`config.mk`:
```
export PLATFORM = sky130hd
export DESIGN_NAME = seg_scan_display
export DESIGN_NICKNAME = d
export VERILOG_FILES = /design/src/rtl/seg_scan_display.sv
export SDC_FILE = /design/constraint.sdc
export NUM_CORES = 1
export LEC_CHECK = 0
export ABC_CLOCK_PERIOD_IN_PS = 3200
export CAP_MARGIN = 20
export CORE_ASPECT_RATIO = 1.1
export CORE_MARGIN = 3
export CORE_UTILIZATION = 45
export CTS_CLUSTER_DIAMETER = 60
export DETAILED_ROUTE_END_ITERATION = 8
export PLACE_DENSITY = 0.63
export REMOVE_ABC_BUFFERS = 1
export SYNTH_ARGS = -nofsm -noshare
export SYNTH_HDL_FRONTEND = slang
export SYNTH_SLANG_ARGS = --single-unit
```
`constraint.sdc`:
```
create_clock -name clk -period 3.2 [get_ports clk]
set_input_delay 0.96 -clock clk [delete_from_list [all_inputs] [get_ports clk]]
set_output_delay 0.96 -clock clk [all_outputs]
set_load 0.05 [all_outputs]
```
`src/rtl/seg_scan_display.sv`:
```
// Eight-digit multiplexed seven-segment driver.
// Holds a small digit buffer written one entry per cycle, scans the digits in
// fixed time slots with an anode-off dead time at the start of every slot, and
// optionally blinks selected digits from a free-running blink timer. Anode and
// segment outputs are registered and active-low.
module seg_scan_display #(
  parameter int SCAN_DIV  = 100000,
  parameter int BLANK_CYC = 2000,
  parameter int BLINK_DIV = 50000000
) (
  input  logic       clk,
  input  logic       rst,
  input  logic       wr_en,
  input  logic [2:0] wr_addr,
  input  logic [3:0] wr_data,
  input  logic       wr_dp,
  input  logic       wr_blank,
  input  logic [7:0] blink_mask,
  output logic [7:0] seg_an,
  output logic [7:0] seg_out
);

  localparam int SCAN_W  = $clog2(SCAN_DIV);
  localparam int BLINK_W = (BLINK_DIV > 1) ? $clog2(BLINK_DIV) : 1;

  localparam logic [SCAN_W-1:0]  SCAN_LAST  = SCAN_W'(SCAN_DIV - 1);
  localparam logic [SCAN_W-1:0]  BLANK_END  = SCAN_W'(BLANK_CYC);
  localparam logic [BLINK_W-1:0] BLINK_LAST = BLINK_W'(BLINK_DIV - 1);

  // Buffer entry layout: {blank, dp, value[3:0]}; reset value is a dark digit.
  localparam logic [5:0] ENTRY_DARK = 6'b10_0000;

  logic [SCAN_W-1:0]  scan_cnt;
  logic [2:0]         idx;
  logic [BLINK_W-1:0] blink_cnt;
  logic               blink_phase;
  logic [5:0]         dbuf [8];

  logic [5:0]         ent;
  logic [7:0]         an_nxt;
  logic [7:0]         seg_nxt;

  // Active-low segment pattern {g,f,e,d,c,b,a} for a hex value.
  function automatic logic [6:0] glyph(input logic [3:0] val);
    logic [6:0] g;
    case (val)
      4'h0:    g = 7'b1000000;
      4'h1:    g = 7'b1111001;
      4'h2:    g = 7'b0100100;
      4'h3:    g = 7'b0110000;
      4'h4:    g = 7'b0011001;
      4'h5:    g = 7'b0010010;
      4'h6:    g = 7'b0000010;
      4'h7:    g = 7'b1111000;
      4'h8:    g = 7'b0000000;
      4'h9:    g = 7'b0010000;
      4'hA:    g = 7'b0001000;
      4'hB:    g = 7'b0000011;
      4'hC:    g = 7'b1000110;
      4'hD:    g = 7'b0100001;
      4'hE:    g = 7'b0000110;
      default: g = 7'b0001110;
    endcase
    return g;
  endfunction

  // Slot timer and digit index; idx advances only when the slot timer wraps.
  always_ff @(posedge clk or negedge rst) begin
    if (!rst) begin
      scan_cnt <= '0;
      idx      <= 3'd0;
    end else if (scan_cnt == SCAN_LAST) begin
      scan_cnt <= '0;
      idx      <= idx + 3'd1;
    end else begin
      scan_cnt <= scan_cnt + 1'b1;
    end
  end

  // Free-running blink timer, unrelated to the scan timing.
  always_ff @(posedge clk or negedge rst) begin
    if (!rst) begin
      blink_cnt   <= '0;
      blink_phase <= 1'b0;
    end else if (blink_cnt == BLINK_LAST) begin
      blink_cnt   <= '0;
      blink_phase <= ~blink_phase;
    end else begin
      blink_cnt <= blink_cnt + 1'b1;
    end
  end

  // Digit buffer: every strobe is accepted, one entry per cycle.
  always_ff @(posedge clk or negedge rst) begin
    if (!rst) begin
      for (int i = 0; i < 8; i++) begin
        dbuf[i] <= ENTRY_DARK;
      end
    end else if (wr_en) begin
      dbuf[wr_addr] <= {wr_blank, wr_dp, wr_data};
    end
  end

  // Next anode/segment values from this cycle's scan, buffer and blink state.
  always_comb begin
    ent     = dbuf[idx];
    an_nxt  = 8'hFF;
    seg_nxt = 8'hFF;
    if (scan_cnt >= BLANK_END) begin
      an_nxt = ~(8'h01 << idx);
      if (!(blink_phase && blink_mask[idx]) && !ent[5]) begin
        seg_nxt = {~ent[4], glyph(ent[3:0])};
      end
    end
  end

  // Output register: one cycle of latency, dark while in reset.
  always_ff @(posedge clk or negedge rst) begin
    if (!rst) begin
      seg_an  <= 8'hFF;
      seg_out <= 8'hFF;
    end else begin
      seg_an  <= an_nxt;
      seg_out <= seg_nxt;
    end
  end

endmodule

```
---- Word level (Yosys, flattened, before mapping) ----
Memory sizes are Yosys's and may differ from the RTL's.
Cells that the tools add are included.
W data, S select, Z words.
cells by class
  $add $sub $neg .......................... 3
  order comparisons ....................... 5
  equal/unequal tests ..................... 2
  shift operators ......................... 1
  multiplexer cells ....................... 13
  bitwise operators ....................... 5
  reductions and logical operators ........ 5
operator list
  operator                 number
  $bwmux W48               1
  $add A26 B1 Y26 const B  1
  $eq A26 B26 Y1 const B   1
  $mux W26                 1
  $mux W8                  3
  $bmux W6 S3              1
  $demux W6 S3             1
  $mux W6                  3
  $add A17 B1 Y17 const B  1
  $eq A17 B17 Y1 const B   1
  $ge A17 B11 Y1 const B   1
  $mux W17                 1
  $ge A4 B4 Y1 const B     2
  $not A3 Y4               2
  $not A8 Y8               1
  $shl A1 B3 Y8 const A    1
  $lt A3 B4 Y1 const B     1
  $lt A4 B1 Y1 const B     1
  $add A3 B1 Y3 const B    1
  $bmux W1 S3              1
  $logic_and A1 B1 Y1      3
  $logic_not A1 Y1         2
  $not A1 Y1               2
  $mux W1                  1
word-level totals
  register bits ........................... 111
  memory bits (read-only) ................. 112
  input port bits ......................... 20
  logic and storage cells ................. 49
  memories ................................ 1
memory list
  memory           depth  bits a word  rd ports  clocked after Yosys merged registers in  write ports  RTL line  source
  (no name shown)  16     7            1         0                                        0            46        case (val)

---- Depth between registers and ports, before layout ----
  word-level depth ........................ 8
  depth in mapped cells ................... 11

---- Least setup slack after synthesis ----
OpenSTA, ideal clock, no wires.
  kind .................................... input to register
  start ................................... in wr_en
  end ..................................... reg dbuf[42] (netlist name)
  library setup time ...................... 0.125 ns
  arrival time ............................ 2.128 ns
  path slack .............................. 0.948 ns
  stages on the path ...................... 4
  path buffers ............................ 1
  path through ............................ clkbuf_1 nand2b_1 nor3_1 mux2_2
RTL lines
  item                            RTL line  source
  start: declaration              13        input logic wr_en,
  end signal: indexed assignment  100       dbuf[wr_addr] <= {wr_blank, wr_dp, wr_data};
  end: declaration                37        logic [5:0] dbuf [8];

---- Final worst setup path ----
  start ................................... reg seg_out[6]
  end ..................................... out seg_out[6]
RTL lines
  item                      RTL line  source
  start: declaration        20        output logic [7:0] seg_out
  start signal: assignment  124       seg_out <= seg_nxt;
No word-level cell between the ends.

==> run_results.csv <==
group,metric,value,unit
floorplan,die_area,0.0133,mm²
timing,final_max_slew_viol_count,0,
placed_design,place_inst,615,
power,powerDensity,493,mW/mm²
finish,drive_gt1_frac,0.239,
clock_tree,clockBufferDepth,2,
finish,areaGrowthSynthToFinish,15.0,%
detailed_routing,ant_nets,0,
finish,n_antenna_cell,0,
timing,rsz0062_at_grt,"no",
synthesis,async_flop_share,1.00,
timing,tightest_slew,932,ps
global_route,track_usage,0.152,
clock_tree,clock_latency,340,ps
global_route,grt-ovfl-total,0,
clock_tree,cts_tree,"built",
setup_path,critPathLaunchType,"register",
synthesis,syn_inst,433,
outcome,status,"completed",
setup_path,worst_setup_path_end_kind,"output pin",
detailed_routing,dr.pass1.iters,4,
synthesis,synth-warning-count,0,
finish,num-fill-cells,998,
power,p_seq_frac,0.527,
clock_tree,hold_buffers,0,
clock_tree,post_cts_resized,0,
setup_path,cp_slowest_stage_delay,790,ps
setup_path,crit_type,"register to output pin",
global_route,grt_pass1_wl,16600,µm
timing,clock_skew,6.90,ps
floorplan,die_h,121,µm
finish,final_nets,511,
floorplan,io_pins,36,
detailed_routing,routedWlPerCell,15.4,µm
timing,final_hold_viol_count,0,
finish,final_cells,631,
power,vdd_ir_drop_max,0.000343,V
floorplan,core,0.0116,mm²
detailed_routing,vias,3358,
flow_run,maxCapViolCount,0,
placed_design,place_congestion,0.805,
power,p_leak,2.57,nW
synthesis,yosysSeqAreaShare,0.520,
setup_path,critPathTopFamily,"buffers and inverters",
timing,setup_viol,0,
timing,max_freq,382,MHz
power,sw_frac_of_total,0.245,
setup_path,cp_max_fo,1,
clock_tree,cts_root_buf,"clkbuf_16",
setup_path,crit_slowest_cell,"clkdlybuf4s50_1",
synthesis,postSynthAreaPerCell,12.5,µm²
setup_path,path_buf_inv,1,
placed_design,placed_area,0.00593,mm²
setup_path,path_cells,"clkdlybuf4s50_1",
global_route,antenna_found_initial,0,
timing,relSlewSlack,0.377,
placed_design,port_buffers,35,
power,power_frac_comb,0.134,
clock_tree,numCtsBuffers,9,
finish,design_area,0.00621,mm²
global_route,grt_pass1_vias,3323,
clock_tree,cts_setup_buffers,0,
power,p_int,2.31,mW
clock_tree,htree_levels,3,
detailed_routing,drt_wl_total,9750,µm
timing,setup_tns,0,ps
floorplan,num_rows,41,
global_route,grt_max_degree,62,
synthesis,netlist_area,0.00540,mm²
timing,fin_crit_sh,0.819,
synthesis,ys.flop_type,"dfrtp_1",
synthesis,synthTopCellsByArea,"dfrtp_1 40%, dfstp_2 12%, mux2_2 10%",
detailed_routing,via_per_inst,5.32,
floorplan,die_w,110,µm
synthesis,ys_ff_latch,111,
synthesis,synth_most_common_cell,"dfrtp_1",
synthesis,yosys-top-cells-count,"87 x dfrtp_1, 49 x mux2_2, 41 x nand2_1",
setup_path,required,2240,ps
clock_tree,cts_sinks,111,
clock_tree,path_clk_slew,70,ps
detailed_routing,drt-initial-drc-count,166,
synthesis,synthDistinctLibCells,50,
setup_path,crit_arrival,1660,ps
synthesis,post-synth-top-area-cell,"dfrtp_1",
floorplan,start_util,0.466,
timing,min_period,2620,ps
placed_design,place.detailed.hpwl,6840,µm
power,p_switching,751,µW
min_path,hold_class,"register to register",
synthesis,synth_top_area_share,0.403,
timing,hold_ws,500,ps
synthesis,synth_edf_count,0,
detailed_routing,drc,0,
power,clkPwrFrac,0.339,
path summary, 6_finish.rpt:
path / start / endpoint / slack, ps / depth (start not counted)
setup / recovery: seg_out[6] / seg_out[6] / 580 / 1
hold / removal: dbuf[37] / dbuf[37] / 500 / 1
setup reg to reg: idx[0] / seg_out[3] / 710 / 10
hold reg to reg: dbuf[37] / dbuf[37] / 500 / 1
max in group asynchronous: rst / dbuf[41] / 1780 / 2
min in group asynchronous: rst / scan_cnt[15] / 640 / 1
through the flow:
step	power [mW]	worst slack, ps	util
floorplan	1.91	827	-
global placement	2.04	532	0.512
detailed placement	2.06	503	0.512
CTS	3.11	553	0.536
global route	3.21	538	0.536
finish	3.06	579	0.536
per-layer routing:
layer / share of wire / vias to the layer above / track usage
li1: - / 1621 / -
met1: 0.48 / 1676 / 0.208
met2: 0.48 / 45 / 0.243
met3: 0.027 / 16 / 0.0304
met4: 0.021 / 0 / 0.0554
met5: 0 / - / 0
state kept, by name (all words and copies together), names as in the netlist:
signal       flops
seg_an           8
scan_cnt        17
dbuf            48
blink_cnt       26
blink_phase      1
seg_out          8
idx              3
cell families (layout without fill, tap and decap cells):
kind of cell	after synthesis	after routing	synth area share
AND/OR/NAND/NOR	153	153	0.143
flip-flops	111	111	0.520
multiplexers	68	68	0.185
XOR/XNOR	40	40	0.0649
buffers and inverters	26	74	0.0246
AO/OA/AOI/OAI	20	20	0.0276
adder cells (fa/ha/maj)	15	15	0.0348
cell usage in the layout, fill, tap and decap left out, types with 4 or more instances in the layout:
master / n
nand4_1: 9
and3_1: 4
nand2_1: 41
inv_1: 14
xnor2_1: 25
nor3_1: 7
clkdlybuf4s50_1: 34
nor2_1: 38
buf_4: 9
dfstp_2: 24
nand3_1: 20
o211ai_1: 5
dfrtp_1: 87
mux2_2: 49
mux4_1: 13
ha_1: 15
clkbuf_16: 9
xor2_1: 15
nor4_1: 8
layout make-up:
class,count,area (µm²),area share
clock buffer,10,229,0.0369
sequential,111,2810,0.452
tap,150,188,0.0302
inverter,14,52.6,0.00846
multi-input combinational,296,2460,0.396
clock inverter,6,45.0,0.00726
timing repair buffer,44,428,0.0689
power groups by stage:
stage	Combinational [mW]	Clock, mW	Sequential [mW]
final	0.409	1.04	1.61
after global routing	0.454	1.13	1.63
after CTS	0.416	1.07	1.62
after detailed placement	0.414	0	1.64
after global placement	0.401	0	1.63
after floorplan	0.299	0	1.61
(Power assumes the default switching activity.)
